`src/rtl/vga_pixel_prefetch_if.sv`:
```
// Bus bundle between the pixel prefetcher, the SDRAM Wishbone slave and the VGA timing stage.
// The master modport is the prefetcher's view.
interface vga_pixel_prefetch_if #(
    parameter int unsigned ADR_W = 32,
    parameter int unsigned DEPTH = 16
);
    localparam int unsigned LVL_W = $clog2(DEPTH) + 1;

    logic             wshb_cyc;
    logic             wshb_stb;
    logic             wshb_we;
    logic [1:0]       wshb_sel;
    logic [ADR_W-1:0] wshb_adr;
    logic [15:0]      wshb_dat_sm;
    logic             wshb_ack;

    logic             pix_rd;
    logic             pix_valid;
    logic [15:0]      pix_data;
    logic [LVL_W-1:0] fill_level;
    logic             underflow;

    modport master (
        output wshb_cyc, wshb_stb, wshb_we, wshb_sel, wshb_adr,
        input  wshb_dat_sm, wshb_ack,
        input  pix_rd,
        output pix_valid, pix_data, fill_level, underflow
    );

    modport slave (
        input  wshb_cyc, wshb_stb, wshb_we, wshb_sel, wshb_adr,
        output wshb_dat_sm, wshb_ack,
        output pix_rd,
        input  pix_valid, pix_data, fill_level, underflow
    );
endinterface

```
`src/rtl/vga_pixel_prefetch.sv`:
```
// Wishbone read master streaming the RGB565 framebuffer in raster order into a
// first-word-fall-through pixel FIFO consumed by the VGA timing stage.
module vga_pixel_prefetch #(
    parameter int unsigned HDISP = 640,
    parameter int unsigned VDISP = 480,
    parameter int unsigned DEPTH = 16,
    parameter int unsigned ADR_W = 32
) (
    input  logic clk,
    input  logic rst,
    input  logic enable,
    input  logic frame_start,
    vga_pixel_prefetch_if.master bus
);
    localparam int unsigned NPIX  = HDISP * VDISP;
    localparam int unsigned IDX_W = (NPIX > 1) ? $clog2(NPIX) : 1;
    localparam int unsigned PTR_W = $clog2(DEPTH);
    localparam int unsigned LVL_W = PTR_W + 1;

    typedef enum logic [1:0] {IDLE, FETCH, FLUSH} state_t;

    state_t           state_q, state_d;
    logic [IDX_W-1:0] index_q, index_d;
    logic [ADR_W-1:0] adr_q, adr_d;
    logic [PTR_W-1:0] wr_ptr_q, wr_ptr_d;
    logic [PTR_W-1:0] rd_ptr_q, rd_ptr_d;
    logic [LVL_W-1:0] count_q, count_d;
    logic             valid_q, valid_d;
    logic             underflow_q, underflow_d;
    logic [15:0]      mem_q [DEPTH];

    logic stb_c, push_c, pop_c;

    // Strobe follows FIFO room; a frame_start drops any ack and pop landing with it.
    assign stb_c  = (state_q == FETCH) && (count_q < LVL_W'(DEPTH));
    assign push_c = stb_c && bus.wshb_ack && !frame_start;
    assign pop_c  = bus.pix_rd && valid_q && !frame_start;

    always_comb begin
        state_d     = state_q;
        index_d     = index_q;
        wr_ptr_d    = wr_ptr_q;
        rd_ptr_d    = rd_ptr_q;
        count_d     = count_q;
        underflow_d = underflow_q | (bus.pix_rd && !valid_q);

        unique case (state_q)
            IDLE:    if (enable) state_d = FETCH;
            // Leave only once no request is outstanding.
            FETCH:   if (!enable && !(stb_c && !bus.wshb_ack)) state_d = IDLE;
            FLUSH:   state_d = enable ? FETCH : IDLE;
            default: state_d = IDLE;
        endcase

        if (push_c) begin
            wr_ptr_d = wr_ptr_q + PTR_W'(1);
            index_d  = (index_q == IDX_W'(NPIX - 1)) ? '0 : index_q + IDX_W'(1);
        end
        if (pop_c) rd_ptr_d = rd_ptr_q + PTR_W'(1);

        unique case ({push_c, pop_c})
            2'b10:   count_d = count_q + LVL_W'(1);
            2'b01:   count_d = count_q - LVL_W'(1);
            default: count_d = count_q;
        endcase

        if (frame_start) begin
            wr_ptr_d = '0;
            rd_ptr_d = '0;
            count_d  = '0;
            index_d  = '0;
            state_d  = (state_q == IDLE) ? IDLE : FLUSH;
        end

        adr_d   = ADR_W'({index_d, 1'b0});
        valid_d = (count_d != '0);
    end

    always_ff @(posedge clk or posedge rst) begin
        if (rst) begin
            state_q     <= IDLE;
            index_q     <= '0;
            adr_q       <= '0;
            wr_ptr_q    <= '0;
            rd_ptr_q    <= '0;
            count_q     <= '0;
            valid_q     <= 1'b0;
            underflow_q <= 1'b0;
        end else begin
            state_q     <= state_d;
            index_q     <= index_d;
            adr_q       <= adr_d;
            wr_ptr_q    <= wr_ptr_d;
            rd_ptr_q    <= rd_ptr_d;
            count_q     <= count_d;
            valid_q     <= valid_d;
            underflow_q <= underflow_d;
        end
    end

    // Storage needs no reset; occupancy alone defines what is valid.
    always_ff @(posedge clk) begin
        if (push_c) mem_q[wr_ptr_q] <= bus.wshb_dat_sm;
    end

    assign bus.wshb_cyc   = stb_c;
    assign bus.wshb_stb   = stb_c;
    assign bus.wshb_we    = 1'b0;
    assign bus.wshb_sel   = 2'b11;
    assign bus.wshb_adr   = adr_q;
    assign bus.pix_valid  = valid_q;
    assign bus.pix_data   = mem_q[rd_ptr_q];
    assign bus.fill_level = count_q;
    assign bus.underflow  = underflow_q;
endmodule

```
`src/flat_wrapper.sv`:
```
// flat-port wrapper written by rule: the top's interface ports become plain ports
module vga_pixel_prefetch_flat 
#(
    parameter int unsigned HDISP = 640,
    parameter int unsigned VDISP = 480,
    parameter int unsigned DEPTH = 16,
    parameter int unsigned ADR_W = 32
)
  (clk, rst, enable, frame_start, bus_wshb_cyc, bus_wshb_stb, bus_wshb_we, bus_wshb_sel, bus_wshb_adr, bus_wshb_dat_sm, bus_wshb_ack, bus_pix_rd, bus_pix_valid, bus_pix_data, bus_fill_level, bus_underflow);
  vga_pixel_prefetch_if #(.ADR_W(ADR_W), .DEPTH(DEPTH)) bus_i ();
  input  logic clk;
  input  logic rst;
  input  logic enable;
  input  logic frame_start;
  output wire logic [$bits(bus_i.wshb_cyc)-1:0] bus_wshb_cyc;
  output wire logic [$bits(bus_i.wshb_stb)-1:0] bus_wshb_stb;
  output wire logic [$bits(bus_i.wshb_we)-1:0] bus_wshb_we;
  output wire logic [$bits(bus_i.wshb_sel)-1:0] bus_wshb_sel;
  output wire logic [$bits(bus_i.wshb_adr)-1:0] bus_wshb_adr;
  input wire logic [$bits(bus_i.wshb_dat_sm)-1:0] bus_wshb_dat_sm;
  input wire logic [$bits(bus_i.wshb_ack)-1:0] bus_wshb_ack;
  input wire logic [$bits(bus_i.pix_rd)-1:0] bus_pix_rd;
  output wire logic [$bits(bus_i.pix_valid)-1:0] bus_pix_valid;
  output wire logic [$bits(bus_i.pix_data)-1:0] bus_pix_data;
  output wire logic [$bits(bus_i.fill_level)-1:0] bus_fill_level;
  output wire logic [$bits(bus_i.underflow)-1:0] bus_underflow;
  assign bus_wshb_cyc = bus_i.wshb_cyc;
  assign bus_wshb_stb = bus_i.wshb_stb;
  assign bus_wshb_we = bus_i.wshb_we;
  assign bus_wshb_sel = bus_i.wshb_sel;
  assign bus_wshb_adr = bus_i.wshb_adr;
  assign bus_i.wshb_dat_sm = bus_wshb_dat_sm;
  assign bus_i.wshb_ack = bus_wshb_ack;
  assign bus_i.pix_rd = bus_pix_rd;
  assign bus_pix_valid = bus_i.pix_valid;
  assign bus_pix_data = bus_i.pix_data;
  assign bus_fill_level = bus_i.fill_level;
  assign bus_underflow = bus_i.underflow;
  vga_pixel_prefetch #(.HDISP(HDISP), .VDISP(VDISP), .DEPTH(DEPTH), .ADR_W(ADR_W)) u_core (.clk(clk), .rst(rst), .enable(enable), .frame_start(frame_start), .bus(bus_i));
endmodule
```
`config.mk`:
```
export PLATFORM = sky130hd
export DESIGN_NAME = vga_pixel_prefetch_flat
export DESIGN_NICKNAME = d
export VERILOG_FILES = /design/src/rtl/vga_pixel_prefetch_if.sv /design/src/rtl/vga_pixel_prefetch.sv /design/src/flat_wrapper.sv
export SDC_FILE = /design/constraint.sdc
export NUM_CORES = 1
export LEC_CHECK = 0
export BUFFER_PORTS_ARGS = -buffer_cell sky130_fd_sc_hd__buf_2
export CAP_MARGIN = 20
export CELL_PAD_IN_SITES_DETAIL_PLACEMENT = 0
export CELL_PAD_IN_SITES_GLOBAL_PLACEMENT = 1
export CORE_UTILIZATION = 56
export DETAILED_ROUTE_END_ITERATION = 8
export PLACE_DENSITY_LB_ADDON = 0.1
export SLEW_MARGIN = 20
export SYNTH_ARGS = -nofsm -noshare
export SYNTH_HDL_FRONTEND = slang
export SYNTH_SLANG_ARGS = --single-unit
```
`constraint.sdc`:
```
create_clock -name clk -period 6.3 [get_ports clk]
set_clock_uncertainty 0.05 [all_clocks]
set_input_delay 0 -clock clk [delete_from_list [all_inputs] [get_ports clk]]
set_output_delay 0 -clock clk [all_outputs]
set_load 0.01 [all_outputs]
```
==> flow_summary.ini <==
[clock_tree]
cts.sinks = 292
clk_pin_slew_worst_paths_ns = 0.06
clockBufferDepth = 3
clkLatencyLatePin_ns = 0.53
postCtsSetupBuffers = 0
cts_tree = done
clock_tree.root_cell = clkbuf_16
h-tree-depth = 1
cts_made_buffers = 29

[run_status]
outcome = complete, no violations

[setup_path]
timing.rr.start = u_core.bus.fill_level[4]
slowest_stage = dfrtp_4
crit_required_ns = 6.25
cp-end-kind = output pin
r2r_end = u_core.bus.pix_valid
cp_data_arrival_time_ns = 3.38
reg2reg_depth = 11
crit_path_frequent_cell = mux4_2
rrSetupSlack_ns = 3.03
crit_fanout = 41
start_kind = register
crit_chain = buf_4 -> mux4_2 -> mux4_2 -> buf_2
critPathKind = reg -> out
slowest_delay_ns = 0.94

[sta]
slew_headroom_pct = 21.87
period_minus_slack_ns = 3.426
worst_slack_ns = 2.874
slew_viol_final = 0
tightest_slew_ns = 1.172
max_freq_mhz = 291.9
rsz0062_at_grt = no
finalSetupTns_ns = 0
hold_viol = 0
finalSetupViolations = 0
whs_ns = 0.06402
period_share_pct = 54.39

[drt]
final_antenna_net_count = 0
vias_per_cell = 5.942
routedWlPerCell_um = 23.18
dr.first_iter.drc_count = 421
wirelength_um = 23180
drc_errors = 0
drtPass1Iterations = 4
vias = 5942

[final_layout]
fillers = 1516
area_growth_pct = 13.25
drive_gt1_share_pct = 29.66
antennaDiodeCount = 0
final_nets = 734
final_cells = 1000

[floorplan]
die_width_um = 148.1
pin_count = 82
core.rowCount = 53
coreArea_um2 = 20960
die-area_um2 = 21940
dieHeight_um = 148.1
start_util_pct = 57.06

[logic_synthesis]
yosys.area.top_type_share_pct = 64.29
synth-compound-area-share_pct = 2.762
synth_edf_count = 256
synth_top_family_by_area = multiplexers
syn_area_um2 = 11960
synth.most_common_cell = edfxtp_1
yosysUniqueCellTypes = 53
synth_seq_area_share_pct = 71.82
muxShareOfSynthArea_pct = 15.51
async_flop_share_pct = 12.33
syn_inst = 613
synth_ff_type = edfxtp_1
synth_area_leaders = edfxtp_1, mux4_2, dfrtp_1, buf_4, ha_1
yosys.area.top_type = edfxtp_1
synth_simple_gate_area_share_pct = 5.420
ys_ff_latch = 292
synthAdderAreaFrac_pct = 0.9417
synth-xor-area-share_pct = 0.6592
yosys-top-cells-count = edfxtp_1, mux4_2, dfrtp_1, nor2_1, buf_4
yosys_warnings = 0
postSynthAreaPerCell_um2 = 19.51

[place]
place_inst = 925
place_congestion = 0.7819
place_ws_ns = 3.057
port_buffers = 65
post-dp-hpwl_um = 12720

[hold_path]
hold_class = in -> async

[pwr]
power.density_nw_per_um2 = 284.7
fin_total_pwr_w = 0.003855
ir_worst_vdd_mv = 0.1603
leakagePower_nw = 4.597

[global_route]
grt-ovfl-total = 0
grt_pass1_wl_um = 35760
antenna_found_initial = 0
grt_pass1_vias = 6086
grtUsageTotal_pct = 22.19
grt_max_degree = 68

[run]
cap_violations = 0
## flip-flops by register name, indices dropped and copies added, names as in the netlist
| register | flops |
|---|---|
| u_core.state_q | 2 |
| u_core.bus.wshb_adr | 19 |
| u_core.bus.pix_valid | 1 |
| u_core.mem_q | 256 |
| u_core.bus.underflow | 1 |
| u_core.rd_ptr_q | 4 |
| u_core.wr_ptr_q | 4 |
| u_core.bus.fill_level | 5 |
## repair_timing
item,CTS,global route
endpoints found under the hold margin,309,0
hold buffers,22,0
gates resized for setup,0,0
endpoints found under the setup margin,0,0
## cell type report
| cell class | instances | area (um2) | area share (%) |
|---|---|---|---|
| Clock buffer | 39 | 823.3 | 6.080 |
| Clock inverter | 14 | 73.82 | 0.5451 |
| Inverter | 8 | 30.03 | 0.2218 |
| Multi-Input combinational cell | 281 | 3102 | 22.90 |
| Sequential cell | 292 | 8593 | 63.46 |
| Tap cell | 275 | 344.1 | 2.541 |
| Timing Repair Buffer | 91 | 575.6 | 4.250 |
## where the power goes
part / internal, W / switching, W
registers: 0.00211 / 0.0000121
logic: 0.0000567 / 0.0000682
clock network: 0.000912 / 0.000695
## cells in the final DEF (no fill, tap or decap), types with 7 or more instances in the layout
cell           synthesis  routed
dfrtp_1               36      34
dlygate4sd3_1          0      22
mux4_2                80      80
clkbuf_16              0      29
a31oi_1               10      10
nand3_1               12      12
edfxtp_1             256     256
xor2_1                 7       7
buf_2                  9      65
conb_1                 2      16
clkinv_2               0      10
ha_1                   9       9
and2_1                13       9
nor2_1                28      28
a21oi_1               16      16
inv_1                  7       7
nand2b_1               7       7
nand2_1               14      14
## stage by stage
| stage | instance area (um2) | utilization (%) |
|---|---|---|
| 6_report | 13540 | 64.62 |
| 5_1_grt | 13540 | 64.62 |
| 4_1_cts | 13540 | 64.60 |
| 3_5_place_dp | 12420 | 59.27 |
| 3_3_place_gp | 12410 | 59.21 |
| 2_1_floorplan | 12010 | - |
## cell families after synthesis
logic type	after synthesis
adders and majority gates	9
xor gates and xnor gates	9
and+or+nand+nor	111
AOI/OAI and AO/OA	51
other	2
buffers and inverters	54
muxes	85
DFF	292
## worst max-delay path: cells and delay by family (launching register included)
family	cells	cell delay, ns
flops	1	0.94
mux	2	1.08
buf+inv	2	0.75
## worst max-delay path by stage
stage                     slack [ns]                      from                    to
after floorplan                 3.56  u_core.bus.fill_level[4]  u_core.bus.pix_valid
after global placement          3.14  u_core.bus.fill_level[4]  u_core.bus.pix_valid
after detailed placement        3.06  u_core.bus.fill_level[4]  u_core.bus.pix_valid
after CTS                       2.77        u_core.rd_ptr_q[0]       bus_pix_data[1]
after global routing            2.63        u_core.rd_ptr_q[0]       bus_pix_data[1]
final                           2.87        u_core.rd_ptr_q[0]       bus_pix_data[1]
## layer usage
layer	part of all wire (%)	GRT usage [%]	wire [um]
met3	5.2	2.853	1205
met4	1.8	6.082	419
met5	0	0	0
met1	44	32.59	10230
met2	49	35.66	11320
Power figures use the tool's default switching activity.
